`config.mk`:
```
export PLATFORM = sky130hd
export DESIGN_NAME = sram_like_bridge_flat
export DESIGN_NICKNAME = d
export VERILOG_FILES = /design/src/rtl/sram_like_bridge_if.sv /design/src/rtl/sram_like_bridge.sv /design/src/flat_wrapper.sv
export SDC_FILE = /design/constraint.sdc
export NUM_CORES = 1
export LEC_CHECK = 0
export CORE_MARGIN = 2
export CORE_UTILIZATION = 43
export CTS_CLUSTER_SIZE = 24
export DETAILED_ROUTE_END_ITERATION = 10
export GPL_TIMING_DRIVEN = 0
export HOLD_SLACK_MARGIN = 0.15
export MAX_ROUTING_LAYER = met4
export PLACE_DENSITY = 0.94
export SYNTH_ARGS = -nofsm -noshare
export SYNTH_HDL_FRONTEND = slang
export SYNTH_SLANG_ARGS = --single-unit
```
`constraint.sdc`:
```
create_clock -name clk -period 2.93 [get_ports clk]
set_input_delay 0.7325 -clock clk [delete_from_list [all_inputs] [get_ports clk]]
set_output_delay 0.7325 -clock clk [all_outputs]
set_load 0.02 [all_outputs]
```
`src/rtl/sram_like_bridge_if.sv`:
```
// sram_like_bridge_if: sram-like request/response bus between a bridge and memory
interface sram_like_bridge_if #(
  parameter int ADDR_W = 32,
  parameter int DATA_W = 32
);
  logic req, wr, addr_ok, data_ok;
  logic [1:0] size;
  logic [ADDR_W-1:0] addr;
  logic [DATA_W-1:0] wdata, rdata;
  modport master (output req, wr, size, addr, wdata, input addr_ok, data_ok, rdata);
  modport slave (input req, wr, size, addr, wdata, output addr_ok, data_ok, rdata);
endinterface

```
`src/rtl/sram_like_bridge.sv`:
```
// sram_like_bridge: stall-style CPU SRAM port to variable-latency sram-like handshake
module sram_like_bridge #(
  parameter int ADDR_W = 32,
  parameter int DATA_W = 32,
  parameter bit READ_ONLY = 1'b0
) (
  input  logic                clk,
  input  logic                resetn,
  input  logic                cpu_en,
  input  logic [DATA_W/8-1:0] cpu_wen,
  input  logic [1:0]          cpu_size,
  input  logic [ADDR_W-1:0]   cpu_addr,
  input  logic [DATA_W-1:0]   cpu_wdata,
  input  logic                cpu_flush,
  output logic [DATA_W-1:0]   cpu_rdata,
  output logic                cpu_stall,
  sram_like_bridge_if.master  bus
);
  localparam int BE_W = DATA_W / 8;
  typedef enum logic [1:0] {IDLE, REQ, WAIT, DONE} state_t;
  state_t state, state_nx;
  logic drop, take, kill, wr_req, is_half;
  logic [1:0] wsize, size_nx;
  assign take = state == IDLE && cpu_en && !cpu_flush;
  // a flush arriving with the response still discards it
  assign kill = drop || cpu_flush;
  assign wr_req = !READ_ONLY && |cpu_wen;
  always_comb begin
    is_half = 1'b0;
    for (int i = 0; i < BE_W; i += 2) is_half = is_half | (cpu_wen == (BE_W'(3) << i));
  end
  assign wsize = $onehot(cpu_wen) ? 2'd0 : is_half ? 2'd1 : 2'd2;
  assign size_nx = READ_ONLY ? 2'd2 : wr_req ? wsize : cpu_size;
  always_ff @(posedge clk or negedge resetn)
    if (!resetn) state <= IDLE;
    else state <= state_nx;
  always_comb begin
    state_nx = state == IDLE ? (take ? REQ : IDLE) :
               state == REQ  ? (bus.addr_ok ? WAIT : cpu_flush ? IDLE : REQ) :
               state == WAIT ? (bus.data_ok ? (kill ? IDLE : DONE) : WAIT) : IDLE;
  end
  always_comb begin
    bus.req = state == REQ;
    cpu_stall = resetn && (state == REQ || state == WAIT || take);
  end
  always_ff @(posedge clk or negedge resetn)
    if (!resetn) drop <= 1'b0;
    else if (state == REQ && bus.addr_ok) drop <= cpu_flush;
    else if (state == WAIT) drop <= bus.data_ok ? 1'b0 : kill;
  always_ff @(posedge clk or negedge resetn)
    if (!resetn) begin
      bus.wr <= 1'b0;
      bus.size <= 2'd0;
      bus.addr <= '0;
      bus.wdata <= '0;
    end else if (take) begin
      bus.wr <= wr_req;
      bus.size <= size_nx;
      bus.addr <= cpu_addr;
      bus.wdata <= cpu_wdata;
    end
  always_ff @(posedge clk or negedge resetn)
    if (!resetn) cpu_rdata <= '0;
    else if (state == WAIT && bus.data_ok && !kill) cpu_rdata <= bus.rdata;
endmodule
```
`src/flat_wrapper.sv`:
```
// flat-port wrapper written by rule: the top's interface ports become plain ports
module sram_like_bridge_flat 
#(
  parameter int ADDR_W = 32,
  parameter int DATA_W = 32,
  parameter bit READ_ONLY = 1'b0
)
  (clk, resetn, cpu_en, cpu_wen, cpu_size, cpu_addr, cpu_wdata, cpu_flush, cpu_rdata, cpu_stall, bus_req, bus_wr, bus_size, bus_addr, bus_wdata, bus_addr_ok, bus_data_ok, bus_rdata);
  sram_like_bridge_if #(.ADDR_W(ADDR_W), .DATA_W(DATA_W)) bus_i ();
  input  logic clk;
  input  logic resetn;
  input  logic cpu_en;
  input  logic [DATA_W/8-1:0] cpu_wen;
  input  logic [1:0] cpu_size;
  input  logic [ADDR_W-1:0] cpu_addr;
  input  logic [DATA_W-1:0] cpu_wdata;
  input  logic cpu_flush;
  output logic [DATA_W-1:0] cpu_rdata;
  output logic cpu_stall;
  output wire logic [$bits(bus_i.req)-1:0] bus_req;
  output wire logic [$bits(bus_i.wr)-1:0] bus_wr;
  output wire logic [$bits(bus_i.size)-1:0] bus_size;
  output wire logic [$bits(bus_i.addr)-1:0] bus_addr;
  output wire logic [$bits(bus_i.wdata)-1:0] bus_wdata;
  input wire logic [$bits(bus_i.addr_ok)-1:0] bus_addr_ok;
  input wire logic [$bits(bus_i.data_ok)-1:0] bus_data_ok;
  input wire logic [$bits(bus_i.rdata)-1:0] bus_rdata;
  assign bus_req = bus_i.req;
  assign bus_wr = bus_i.wr;
  assign bus_size = bus_i.size;
  assign bus_addr = bus_i.addr;
  assign bus_wdata = bus_i.wdata;
  assign bus_i.addr_ok = bus_addr_ok;
  assign bus_i.data_ok = bus_data_ok;
  assign bus_i.rdata = bus_rdata;
  sram_like_bridge #(.ADDR_W(ADDR_W), .DATA_W(DATA_W), .READ_ONLY(READ_ONLY)) u_core (.clk(clk), .resetn(resetn), .cpu_en(cpu_en), .cpu_wen(cpu_wen), .cpu_size(cpu_size), .cpu_addr(cpu_addr), .cpu_wdata(cpu_wdata), .cpu_flush(cpu_flush), .cpu_rdata(cpu_rdata), .cpu_stall(cpu_stall), .bus(bus_i));
endmodule
```
Yosys cells after proc, flatten, opt, wreduce, memory -nomap -nowiden --
Index checks and enable logic that the tools add are counted.
Storage, ports and cells: flip-flop bits (word level) 102, input port bits 108, output and inout bits 101, logic and storage cells 44
Operators by class: add/sub/neg operators 3, equal/unequal tests 5, muxes and demuxes 14, bitwise operators 1, reductions and logical operators 14
Operators with widths (number):
- two-way mux 2 bit | 9
- logical AND 1 bit | 6
- two-way mux 1 bit | 5
- adder 1 x 1 -> 2 bit | 2
- equality test 4 x 2 -> 1 bit, second input constant | 1
- equality test 4 bit, second input constant | 1
- OR reduction 4 bit | 1
- adder 3 bit | 1
- equality test 3 x 1 -> 1 bit, second input constant | 1
- logical OR 1 bit | 3
- equality test 2 x 1 -> 1 bit, second input constant | 1
- equality test 2 bit, second input constant | 1
- logical NOT 1 bit | 2
- logical NOT 2 bit | 1
- nonzero test 2 bit | 1
- OR 1 bit | 1

Logic depth before layout (Yosys ltp) --
word-level depth 6, depth in mapped cells 8

Worst setup path after synthesis --
OpenSTA, ideal clock, no wires.
path type input -> register, from in cpu_wen[2], to reg u_core.bus.size[0], arrival 2256 ps, path slack 551 ps, cell stages on the path 7, cells stage by stage inv_1 -> ha_1 -> ha_1 -> fa_1 -> or3b_2 -> nand3_1 -> a21oi_1
On the way: cells in the longest elaborated chain, start to end 5, elaborated cells between the ends (all ways) 10, those cells by class add/sub (2); eq/ne (3); mux (3); bitwise (1); reduce/logical (1)
Ends and longest elaborated chain:
- from (decl) | RTL line flat_wrapper.sv:13 | input logic [DATA_W/8-1:0] cpu_wen;
- adder 1 x 1 -> 2 bit (not written as such) (tied with other cells) | RTL line sram_like_bridge.sv:32 | assign wsize = $onehot(cpu_wen) ? 2'd0 : is_half ? 2'd1 : 2'd2;
- adder 3 bit (not written as such) or OR 1 bit (tied branches) | RTL line sram_like_bridge.sv:32, sram_like_bridge.sv:30
- equality test 3 x 1 -> 1 bit or two-way mux 2 bit (tied branches) | RTL line sram_like_bridge.sv:32
- two-way mux 2 bit | RTL line sram_like_bridge.sv:32
- two-way mux 2 bit * | RTL line sram_like_bridge.sv:33 | assign size_nx = READ_ONLY ? 2'd2 : wr_req ? wsize : cpu_size;
- to (signal assigned) | RTL line sram_like_bridge.sv:58 | bus.size <= size_nx;
- to (decl) | RTL line sram_like_bridge_if.sv:10 | modport master (output req, wr, size, addr, wdata, input addr_ok, data_ok, rdata);
Every way passes the cells marked *; elsewhere a longest branch is shown, timed or not. A chain may end at the register's enable or synchronous reset.

Worst setup path in the final report --
from in cpu_en, to out cpu_stall
On the way: cells in the longest elaborated chain, start to end 4
Ends and longest elaborated chain:
- from (decl) | RTL line flat_wrapper.sv:12 | input logic cpu_en;
- logical AND 1 bit (2 in series) | RTL line sram_like_bridge.sv:24 | assign take = state == IDLE && cpu_en && !cpu_flush;
- logical OR 1 bit | RTL line sram_like_bridge.sv:44 | cpu_stall = resetn && (state == REQ || state == WAIT || take);
- logical AND 1 bit | RTL line sram_like_bridge.sv:44
- to (decl) | RTL line flat_wrapper.sv:19 | output logic cpu_stall;
No other way between the ends.

==> results summary <==
The synthesized area per cell is 10.84 um2. The run finished with clean final reports. At the worst endpoint, the required time is 2.20 ns.

The arrival time at the worst endpoint came out at 2.10 ns. Once the clock tree was built, the setup fixing pass inserted 0 buffers. The longest clock path from root to sink contains 2 buffers. The register area share after synthesis came out at 60.70%. The count of nets left with antenna violations once routing finished came out at 0. The shortest period the worst path allows is 2.837 ns. The CTS sink count is 102. The minimum setup slack in the final design came out at 0.09268 ns. The die width came out at 102.9 um.

The number of warnings printed during yosys synthesis is 0. The largest total area in the synthesized netlist belongs to dfrtp_1. Measured along the y axis, the die boundary spans 102.9 um. The final routed DRC violation total came out at 0. The detailed-router iteration count before antenna repair came out at 6. Yosys instantiated no cell more often than nand2_1. The commonest cells after synthesis are 195 x nand2_1, 102 x dfrtp_1, 29 x mux2_4.

The critical path is of the input port to output port type. The floorplan row count is 36. Setup repair after global routing left no endpoint under its margin. The worst setup path is captured at an output port. The summed instance area of the synthesized netlist is 0.004205 mm2. The ratio of cells with drive above 1 in the final layout is 10.80%.

The origin of the critical flop-to-flop path is u_core.state[0]. The cell family contributing the most delay on the critical path is buffers and inverters. Counting distinct cell types in the post-synthesis netlist gives 25. STA classifies the critical path startpoint as an input port.

The detailed-route via count came out at 3522. The detailed placement HPWL is 9132 um. TritonCTS built the clock tree. The actual slew at the worst max-slew pin is 0.7036 ns.

The number of nets produced by synthesis came out at 505. The number of clock buffers added by TritonCTS is 9. Walking the worst path, the cells encountered are clkdlybuf4s50_1 -> and3b_2 -> buf_2 -> buf_6 -> o21a_1 -> clkdlybuf4s15_2. The power per cell area came out at 588.8 mW/mm2. The number of enable flip-flop cells after synthesis is 0. The number of setup violations in the final report is 0. The core region is 0.009639 mm2.

The initial DRC count came out at 104. For this run, the leading register cell type out of synthesis is dfrtp_1. The first global-routing pass estimated 18050 um of wire. The number of global-route vias before repair came to 3773. The largest fanout on the critical path came out at 10. The routed wire length came out at 11940 um. The number of antenna cells inserted is 0.

The placer congestion estimate is 0.7860. After synthesis, the share of flip-flops with an asynchronous set or reset is 100.0%. The post-cts hold buffer count came out at 0. The filler cell count came out at 736. The number of I/O port buffers came out at 208. The max-slew violation count came out at 0. The library cell contributing the largest single delay on the critical path is clkdlybuf4s50_1. The delay of the slowest cell on the worst path came out at 0.47 ns. The area added between synthesis and finish came out at 59.15%. The share of the synthesized area in the top cell type is 60.70%.

The largest voltage drop on the vdd net is 0.0002783 V. The tightest slew margin relative to the limit is 53.10%. The starting density of the core is 43.63%. The root cell of the clock tree is clkbuf_8. The clock latency at the later pin of the worst-skew pair is 0.36 ns. The critical path contains buffers and inverters numbering 4 combined. Entering global routing, the biggest net connects 55 pins. The count of pins on the block boundary is 209.

The global-route usage over all layers came out at 23.09%. The total leakage power came out at 0.003192 uW. The routed via count divided by cell count came out at 4.734.

The worst hold path belongs to the class input port to async pin. In this run, synthesis produced a sequential element count of 102. The average detailed-routed wire length per instance is 16.04 um. The H-tree generated during clock tree synthesis spans 3 levels. The initial antenna violation count is 0. After synthesis, the cell types taking the most area are dfrtp_1 61%, nand2_1 17%, mux2_4 10%. The max-capacitance violation count came out at 0.

The final worst clock skew came out at 0.005483 ns. The number of hold violations in the final report is 0. The final critical path takes up 96.84% of the cycle. After the last flow step, the layout net total stands at 725. The setup slack after placement is -0.4254 ns. Synthesis produced a netlist whose cell count is 388. The aggregate negative setup slack is 0 ns.

The sum of overflow across all layers after global routing is 0. The endpoint of the most critical register-to-register path is u_core.bus.wdata[23]. The number of cell instances on the worst register-to-register path is 7. After clock tree synthesis, the clock-pin slew on the worst setup and hold paths is 0.09 ns.

For this run, the top clock speed supported by timing is 0.3524 GHz. The area enclosed by the die boundary is 0.01059 mm2. The internal reg-to-reg setup slack is 1.18 ns.
-- cell usage in the layout (no fill, tap or decap), types with 4 or more instances in the layout --
cell,count
a21oi_1,5
buf_2,9
clkbuf_8,10
clkdlybuf4s50_1,205
dfrtp_1,102
ha_1,8
inv_1,6
mux2_4,29
nand2_1,195
nor2_1,4
-- metal layers --
metal / track usage, % / vias up / share of wire, %
met4: 10.22 / 0 / 2.7
met3: 4.814 / 34 / 6.8
met2: 39.71 / 154 / 51
li1: - / 1657 / -
met1: 25.92 / 1677 / 39
met5: - / - / 0
-- state kept, by name (all words and copies together), names as in the netlist --
register          cells
u_core.state          2
u_core.bus.size       2
u_core.bus.wr         1
u_core.bus.wdata     32
u_core.cpu_rdata     32
u_core.drop           1
u_core.bus.addr      32
-- worst register-to-register path, delay by kind of cell (launching register included) --
kind          cells  cell delay [ns]
simple gates      3             0.40
buf+inv           3             0.68
flops             1             0.40
fa+ha+maj         1             0.21
-- metrics by stage --
step | utilization (%) | total power [uW] | hold WS (ns) | std cells | cell area, um2
after floorplan | - | 2294 | 0.4369 | 388 | 4205
after global placement | 66.95 | 2957 | 0.4566 | 729 | 6454
after detailed placement | 67.21 | 3013 | 0.4614 | 730 | 6479
after CTS | 69.39 | 3968 | 0.4271 | 744 | 6689
after global routing | 69.43 | 4121 | 0.4582 | 744 | 6693
final | 69.43 | 3940 | 0.3947 | 744 | 6693
-- logic make-up (layout without fill, tap and decap cells) --
group / count (synthesis) / after routing / share of synthesized area (%)
AND/OR/NAND/NOR: 206 / 206 / 19.16
flip-flops: 102 / 102 / 60.70
multiplexers: 33 / 33 / 11.40
buffers and inverters: 25 / 248 / 4.106
AO/OA/AOI/OAI: 13 / 13 / 1.785
adder cells (fa/ha/maj): 9 / 9 / 2.856
-- what timing repair did --
| action | CTS | global route |
|---|---|---|
| setup endpoints to repair | 1 | 1 |
| gates resized for setup | 4 | 1 |
| hold endpoints to repair | 0 | 0 |
-- power by group --
group	leakage (uW)	switching (uW)	internal, uW
clock	0.000104	465	494
sequential	0.00130	125	1620
combinational	0.00179	591	644
-- area by class of cell --
cell class / count / area, um2 / share of cell area, %
Clock buffer: 10 / 137.6 / 2.056
Timing Repair Buffer: 209 / 2107 / 31.48
Sequential cell: 102 / 2552 / 38.14
Tap cell: 133 / 166.4 / 2.486
Inverter: 6 / 22.52 / 0.3365
Clock inverter: 4 / 72.57 / 1.084
Multi-Input combinational cell: 261 / 1480 / 22.12
Buffer: 19 / 153.9 / 2.300
-- worst max-delay path by stage --
stage | start | end | depth (start not counted) | slack [ns]
global route | cpu_en | cpu_stall | 6 | 0.02
detailed placement | cpu_flush | cpu_stall | 6 | -0.43
floorplan | cpu_wen[2] | u_core.bus.size[0] | 7 | 0.55
global placement | resetn | cpu_stall | 3 | -3.19
finish | cpu_en | cpu_stall | 6 | 0.09
CTS | cpu_en | cpu_stall | 6 | 0.04
Note: power is estimated with default switching activity, not from simulation.
